$ cat config.mk
export PLATFORM = sky130hd
export DESIGN_NAME = pump_control_top
export DESIGN_NICKNAME = d
export VERILOG_FILES = /design/src/rtl/pump_control_top.sv
export SDC_FILE = /design/constraint.sdc
export NUM_CORES = 1
export LEC_CHECK = 0
export ABC_AREA = 1
export CORE_MARGIN = 4
export CORE_UTILIZATION = 51
export CTS_CLUSTER_SIZE = 25
export DETAILED_ROUTE_END_ITERATION = 16
export PLACE_DENSITY = 0.77
export SYNTH_ARGS = -nofsm -noshare
export SYNTH_HDL_FRONTEND = slang
export SYNTH_SLANG_ARGS = --single-unit
export TNS_END_PERCENT = 30
$ cat constraint.sdc
create_clock -name CLK -period 1.2 [get_ports CLK]
set_clock_uncertainty 0.1 [all_clocks]
set_input_delay 0.24 -clock CLK [delete_from_list [all_inputs] [get_ports CLK]]
set_output_delay 0.24 -clock CLK [all_outputs]
set_load 0.1 [all_outputs]
$ cat src/rtl/pump_control_top.sv
// Purpose : two-pump drain controller; level electrodes -> sync -> stability filter -> hysteresis FSM -> pump enables.
// Latency : 4 + STABLE_CYCLES rising edges from a held change on X to Y/FAULT.
// Backpressure: none; free-running level sampler, outputs decoded from registered state only.
//
// Ports:
//   CLK   in   1  system clock, rising edge
//   RST   in   1  synchronous active-high reset
//   X     in   3  level electrodes (thermometer code, X[0] low .. X[2] high), 1 = wetted
//   Y     out  2  pump enables, Y[0] pump A, Y[1] pump B
//   FAULT out  1  high while an implausible level code is held
// Optional macro: PUMP_ALTERNATE_EN -- alternate the single running pump on each IDLE->ONE entry.
module pump_control_top #(
    parameter int unsigned STABLE_CYCLES = 1   // legal range 1..255
) (
    input  logic       CLK,
    input  logic       RST,
    input  logic [2:0] X,
    output logic [1:0] Y,
    output logic       FAULT
);

    typedef enum logic [1:0] {
        IDLE = 2'd0,
        ONE  = 2'd1,
        TWO  = 2'd2,
        FLT  = 2'd3
    } state_t;

    localparam logic [7:0] CNT_LAST = 8'(STABLE_CYCLES - 1);

    logic [2:0] r_s1;
    logic [2:0] r_s2;
    logic [2:0] r_cand;
    logic [2:0] r_level;
    logic [7:0] r_cnt;
    state_t     r_state;
    state_t     w_next;
    logic       w_level_ok;

    // Two-flop synchroniser: electrodes are asynchronous board inputs.
    always_ff @(posedge CLK) begin
        if (RST) begin
            r_s1 <= 3'b000;
            r_s2 <= 3'b000;
        end else begin
            r_s1 <= X;
            r_s2 <= r_s1;
        end
    end

    // Stability filter: a code must sit unchanged in r_s2 for STABLE_CYCLES
    // further samples after becoming the candidate before it is accepted.
    // Any change of r_s2 restarts the count with the new candidate.
    always_ff @(posedge CLK) begin
        if (RST) begin
            r_cand  <= 3'b000;
            r_level <= 3'b000;
            r_cnt   <= 8'd0;
        end else if (r_s2 != r_cand) begin
            r_cand <= r_s2;
            r_cnt  <= 8'd0;
        end else if (r_cand != r_level) begin
            if (r_cnt == CNT_LAST) begin
                r_level <= r_cand;
                r_cnt   <= 8'd0;
            end else begin
                r_cnt <= r_cnt + 8'd1;
            end
        end
    end

    assign w_level_ok = (r_level == 3'b000) || (r_level == 3'b001) ||
                        (r_level == 3'b011) || (r_level == 3'b111);

    always_ff @(posedge CLK) begin
        if (RST) begin
            r_state <= IDLE;
        end else begin
            r_state <= w_next;
        end
    end

    // Hysteresis: mid level starts one pump only from IDLE/FLT and keeps TWO
    // running; low level keeps ONE running but never starts a pump.
    always_comb begin
        w_next = r_state;
        if (!w_level_ok) begin
            w_next = FLT;
        end else begin
            unique case (r_state)
                IDLE: begin
                    if (r_level == 3'b111)      w_next = TWO;
                    else if (r_level == 3'b011) w_next = ONE;
                    else                        w_next = IDLE;
                end
                ONE: begin
                    if (r_level == 3'b111)      w_next = TWO;
                    else if (r_level == 3'b000) w_next = IDLE;
                    else                        w_next = ONE;
                end
                TWO: begin
                    if (r_level == 3'b001)      w_next = ONE;
                    else if (r_level == 3'b000) w_next = IDLE;
                    else                        w_next = TWO;
                end
                FLT: begin
                    if (r_level == 3'b111)      w_next = TWO;
                    else if (r_level == 3'b011) w_next = ONE;
                    else                        w_next = IDLE;
                end
                default: w_next = IDLE;
            endcase
        end
    end

`ifdef PUMP_ALTERNATE_EN
    logic r_lead;

    // Only a fresh start from IDLE swaps the lead pump; falling back from
    // TWO or recovering from FLT keeps the current lead.
    always_ff @(posedge CLK) begin
        if (RST) begin
            r_lead <= 1'b0;
        end else if ((r_state == IDLE) && (w_next == ONE)) begin
            r_lead <= ~r_lead;
        end
    end
`endif

    // Outputs decode only from the state register, so they cannot glitch.
    always_comb begin
        Y     = 2'b00;
        FAULT = 1'b0;
        unique case (r_state)
            IDLE: Y = 2'b00;
`ifdef PUMP_ALTERNATE_EN
            ONE:  Y = r_lead ? 2'b10 : 2'b01;
`else
            ONE:  Y = 2'b01;
`endif
            TWO:  Y = 2'b11;
            FLT:  FAULT = 1'b1;
            default: Y = 2'b00;
        endcase
    end

endmodule

==> flow_summary.yaml, run 1 <==
finish:
  final_area_sq_um: 1562
  final_cells: 227
  seqCellArea_sq_um: 451.7
  multiInputGateArea_sq_um: 628.1
  layout-drive-gt1-share: 0.2800
  n_fill_cell: 168
  antenna_cells: 0
  fin_nets: 212
  area_delta_synth_final_pct: 36.99
routing:
  dr_total_vias: 1131
  dr.pass1.iters: 5
  via_per_inst: 4.982
  drtAntennaViolNets: 0
  first_iter_violations: 12
  post_drt_wl_per_cell_um: 11.07
  wl_um: 2512
  drc_errors: 0
sta:
  tightest_slew_ns: 0.2425
  rsz0062_at_grt: "yes"
  setup_slack_ns: -0.4339
  setup_viol: 13
  hold_violations: 0
  fin_crit_sh: 1.362
  fmax_ghz: 0.6120
  relSlewSlack: 0.8371
  hold_ws_ns: 0.3156
  final_max_slew_viol_count: 0
  period_minus_slack_ns: 1.634
pwr:
  power_frac_comb: 0.505
  leakage_nw: 0.7483
  power.switching_mw: 1.044
  p_int_mw: 1.524
  seqPwrFrac: 0.334
  clkPwrFrac: 0.161
  power.density_nw_per_um2: 1645
  peakVddDrop_uv: 2320
  p_sw_frac: 0.4064
outcome:
  violations: "setup timing"
  outcome: "finished, violations left"
worst_hold_path:
  worstHoldPathType: "reg -> reg"
placed_design:
  place_area_sq_um: 1434
  place_hpwl_um: 1843
  dp_cells: 222
  port_buffers: 7
  gp_congestion: 0.8353
setup_path:
  timing.rr.start: "r_state[0]$_SDFF_PP0_"
  required_ns: 0.86
  worst-endpoint-arrival_ns: 1.29
  crit_start: "r_state[0]$_SDFF_PP0_"
  cp_max_fo: 2
  r2r_cells: 6
  path_class: "reg -> out"
  r2r_end: "r_state[0]$_SDFF_PP0_"
  start_kind: "flip-flop"
  endpoint: "Y[0]"
  critPathCaptureType: "primary output"
  reg2reg_slack_ns: -0.16
yosys:
  ys_ff_latch: 22
  synth-adder-area-share: 0.06586
  synth.cell_area_sq_um: 1140
  syn_avg_cell_area_sq_um: 6.745
  synth_compound_area_frac: 0.06806
  synth_cell_types: 21
  synth_cells: 169
  muxShareOfSynthArea: 0
  yosysSeqAreaShare: 0.3864
  ys.warnings.count: 0
  synth_nets: 180
  yosys.area_share.simple: 0.3282
  synth_top_family_by_area: "simple AND/OR/NAND/NOR gates"
  post_synth_xor_area_fraction: 0.02305
floorplan:
  ios: 8
  rows: 16
  die_area_sq_um: 3055
  fp.dieW_um: 55.28
  core_area_sq_um: 2042
  initial_core_util: 0.5582
  die_y_um: 55.28
flow_run:
  maxCapViolCount: 0
global_routing:
  antenna_found_initial: 0
  grt_pass1_wl_um: 4333
  track_usage: 0.1753
  grt_pass1_vias: 1089
  gr-total-overflow: 0
  grt_max_degree: 13
cts:
  clk_pin_slew_worst_paths_ns: 0.12
  htree_levels: 1
  cts.sinks: 22
  tritoncts: "yes"
  clkLatencyLatePin_ns: 0.32
  hold_buffers: 0
  cts_buffer_depth: 2
  root_buffer: "clkbuf_4"
  cts_buffers: 3
-- cell usage after synthesis --
cell type | number | share of area
xnor2_1 | 1 | 0.0077
o21ai_0 | 4 | 0.018
xor2_1 | 2 | 0.015
inv_2 | 2 | 0.0066
o31ai_1 | 1 | 0.0066
nand3_2 | 1 | 0.0088
nor2_1 | 19 | 0.063
nand3_1 | 6 | 0.026
clkbuf_1 | 1 | 0.0033
buf_6 | 1 | 0.0099
a21oi_1 | 10 | 0.044
nand4_1 | 7 | 0.038
nand3b_1 | 1 | 0.0066
nor2_4 | 1 | 0.0099
nand2_1 | 47 | 0.15
or2_2 | 2 | 0.011
nor2_2 | 1 | 0.0055
nor3_1 | 1 | 0.0044
dfxtp_1 | 22 | 0.39
inv_1 | 33 | 0.11
ha_1 | 6 | 0.066
-- flip-flops by register name (all words and copies together) (netlist names) --
signal	cells
r_s1	3
r_cnt	8
r_cand	3
r_level	3
r_state	2
r_s2	3
-- routing by layer --
layer  up-vias  GRT usage  routed length, um
met4         0    0.07292                 40
li1        581          -                  -
met3         5    0.02797                 90
met2        28     0.3226               1357
met1       517     0.1971               1024
met5         -          0                  0
-- through the flow --
step / TNS [ns] / setup slack (ns) / power, mW / util
after floorplan: -1.382 / -0.5395 / 1.582 / -
after global placement: -1.302 / -0.1186 / 1.966 / 0.7022
after detailed placement: -1.843 / -0.1794 / 2.013 / 0.7022
after CTS: -1.551 / -0.4357 / 2.528 / 0.7549
after global routing: -2.832 / -0.4702 / 2.708 / 0.7647
final: -1.624 / -0.4339 / 2.568 / 0.7647
-- cell usage in the layout (no fill, tap or decap), drive strengths merged --
master,n
or2,2
nand2,47
dfxtp,22
nor3,1
nand3b,1
nand3,7
inv,34
o31ai,1
clkbuf,4
xor2,2
nor2,21
clkdlybuf4s50,4
clkinvlp,1
xnor2,1
o21ai,4
ha,6
buf,25
a21oi,10
nand4,7
-- cells by family (layout without fill, tap and decap cells) --
kind of cell | after synthesis | after routing
DFF | 22 | 22
AOI/OAI and AO/OA | 15 | 15
xor gates and xnor gates | 3 | 3
adders and majority gates | 6 | 6
buffers and inverters | 37 | 68
and+or+nand+nor | 86 | 86
-- power groups by stage --
stage	combinational [mW]	clock (mW)	sequential [mW]
global placement	1.11	0	0.860
floorplan	0.720	0	0.862
detailed placement	1.15	0	0.862
finish	1.30	0.414	0.857
global route	1.39	0.448	0.868
CTS	1.26	0.418	0.855
-- how the worst min path moves through the flow --
stage                                        to  cells after the start                from
after floorplan           r_state[1]$_SDFF_PP0_                      1                 RST
after global placement       r_s2[1]$_SDFF_PP0_                      2  r_s1[1]$_SDFF_PP0_
after detailed placement     r_s2[1]$_SDFF_PP0_                      2  r_s1[1]$_SDFF_PP0_
after CTS                    r_s2[1]$_SDFF_PP0_                      2  r_s1[1]$_SDFF_PP0_
after global routing         r_s2[1]$_SDFF_PP0_                      2  r_s1[1]$_SDFF_PP0_
final                        r_s2[1]$_SDFF_PP0_                      2  r_s1[1]$_SDFF_PP0_
-- critical path, cell delays in order, from the launching register on --
cell and delay (ns):
dfxtp_2 0.36, inv_2 0.05, ha_4 0.27, clkinvlp_4 0.12
buf_12 0.18
-- final cells by class --
cell class | instances | area share
well taps | 27 | 0.02163
repair buffers | 29 | 0.1771
clock buffers | 4 | 0.02324
inverters | 35 | 0.08654
multi-input cells | 110 | 0.4022
flip-flops and latches | 22 | 0.2893
-- timing repair --
action,CTS,global route
pin swaps,4,1
setup buffers,1,1
resized for setup,21,5
endpoints found under the setup margin,16,16
Power figures use the tool's default switching activity.
==> run 2: changes to the inputs <==
==> constraint.sdc (replaced) <==
create_clock -name CLK -period 1.2 [get_ports CLK]
set_clock_uncertainty 0.1 [all_clocks]
set_input_delay 0.36 -clock CLK [delete_from_list [all_inputs] [get_ports CLK]]
set_output_delay 0.36 -clock CLK [all_outputs]
set_load 0.1 [all_outputs]
==> run 2 against run 1 <==
  * The run still ends with setup timing left
  * Final cell count stayed put
  * Register-to-register slack lost 0.29 ns
  * Maximum frequency shrank 4.2%
  * Count of clock-buffer cells in the layout down 1
  * Combinational power rose by 6%
  * Die area did not move
  * Hold slack improved by 0.0014 ns
  * Sequential share of layout area about the same
  * Critical endpoint unchanged
  * Largest cell class unchanged
==> flow_summary.yaml, run 2 (synthesis results as in run 1) <==
outcome:
  outcome: "finished, violations left"
  violations: "setup timing"
cts:
  cts.sinks: 22
  clkLatencyLatePin_ns: 0.30
  htree_levels: 1
  cts_buffer_depth: 2
  hold_buffers: 0
  clk_pin_slew_worst_paths_ns: 0.11
  tritoncts: "yes"
  cts_buffers: 3
  root_buffer: "clkbuf_4"
placed_design:
  port_buffers: 7
  gp_congestion: 0.8624
  dpl_worst_slack_ns: -0.2883
  place_hpwl_um: 1770
routing:
  via_per_inst: 5.062
  first_iter_violations: 28
  drc_errors: 0
  drtAntennaViolNets: 0
  wl_um: 2571
  dr.pass1.iters: 4
  post_drt_wl_per_cell_um: 11.33
  dr_total_vias: 1149
worst_hold_path:
  min_to: "r_s2[1]$_SDFF_PP0_"
  worstHoldPathType: "reg -> reg"
  whs_path_depth: 2
  worstHoldStart: "r_s1[1]$_SDFF_PP0_"
setup_path:
  cp_cell_sequence: "ha_4 > clkinvlp_4 > buf_12"
  r2r_cells: 7
  worst_path_max_delay_cell: "dfxtp_2"
  path_class: "reg -> out"
  cpPeakStageDelay_ns: 0.38
  critPathBufInv: 2
  required_ns: 0.74
  r2r_end: "r_state[0]$_SDFF_PP0_"
  worst-endpoint-arrival_ns: 1.25
  reg2reg_slack_ns: -0.45
  timing.rr.start: "r_state[1]$_SDFF_PP0_"
  cp_max_fo: 4
  critPathCaptureType: "primary output"
  crit_family: "flip-flops"
  start_kind: "flip-flop"
sta:
  setup_viol: 13
  hold_violations: 0
  final_max_slew_viol_count: 0
  fmax_ghz: 0.5863
  relSlewSlack: 0.8229
  hold_ws_ns: 0.3170
  setup_slack_ns: -0.5057
  tightest_slew_ns: 0.2636
  setup_tns_ns: -2.375
  period_minus_slack_ns: 1.706
  rsz0062_at_grt: "yes"
  fin_crit_sh: 1.421
finish:
  fin_nets: 213
  layout-drive-gt1-share: 0.3200
  largest_register_ffs: 8
  final_common_cell: "nand2_1"
  area_delta_synth_final_pct: 38.20
  antenna_cells: 0
  final_cell_mix: "nand2_1 (44), inv_1 (28), buf_4 (21)"
  regMostFlops: "r_cnt"
  utilization: 0.7714
flow_run:
  maxCapViolCount: 0
global_routing:
  gr-total-overflow: 0
  track_usage: 0.1657
  grt_pass1_wl_um: 4257
  antenna_found_initial: 0
  grt_pass1_vias: 1118
  grt_max_degree: 12
floorplan:
  fp.dieW_um: 55.28
  core_area_sq_um: 2042
  rows: 16
  initial_core_util: 0.5582
  die_area_sq_um: 3055
  die_y_um: 55.28
  ios: 8
pwr:
  peakVddDrop_uv: 1711
  power.density_nw_per_um2: 1632
  leakage_nw: 0.7481
==> run 2: per-layer routing <==
metal / vias to the layer above / GRT usage / routed length, um
met1: 541 / 0.1831 / 1111
met3: 6 / 0.01632 / 74
li1: 582 / - / -
met2: 20 / 0.3159 / 1330
met5: - / 0 / 0
met4: 0 / 0.06944 / 54
==> run 2: where the power goes <==
group	switching [mW]	leakage, nW	internal [mW]
Combinational	0.792	0.550	0.585
Sequential	0.0654	0.184	0.809
Clock	0.202	0.0138	0.117
==> run 2: how the worst max path moves through the flow <==
stage / end / from / slack, ns / cells after the start
global placement: r_cnt[6]$_SDFFE_PP0P_ / RST / -0.24 / 4
floorplan: r_state[0]$_SDFF_PP0_ / r_state[0]$_SDFF_PP0_ / -0.54 / 6
finish: Y[0] / r_state[1]$_SDFF_PP0_ / -0.51 / 3
global route: Y[0] / r_state[0]$_SDFF_PP0_ / -0.58 / 4
CTS: Y[0] / r_state[0]$_SDFF_PP0_ / -0.50 / 4
detailed placement: r_cnt[7]$_SDFFE_PP0P_ / RST / -0.29 / 4
==> run 2: through the flow <==
stage	power, mW	cell area (sq um)	std cells
2_1_floorplan	1.582	1157	169
3_5_place_dp	1.963	1411	219
4_1_cts	2.463	1541	226
6_report	2.570	1575	227
5_1_grt	2.724	1575	227
3_3_place_gp	1.934	1411	219
==> run 2: final cells by class <==
class,count,area (sq um)
clock buffers,3,22.52
flip-flops and latches,22,455.4
fillers,150,466.7
multi-input cells,110,645.6
inverters,35,137.6
well taps,27,33.78
repair buffers,30,280.3
==> run 2: worst register-to-register path, cell delays in order (launching register included) <==
cell and delay, ns:
dfxtp_2 0.38, ha_4 0.29, clkinvlp_4 0.10, buf_4 0.14
buf_4 0.13, o31ai_2 0.23, a21oi_1 0.11, nor2_1 0.11
==> run 2: repair_timing <==
| action | 4_1_cts | 5_1_grt |
|---|---|---|
| setup buffers | 4 | 3 |
| setup endpoints to repair | 16 | 16 |
| pin swaps | 5 | 7 |
| resized for setup | 29 | 7 |
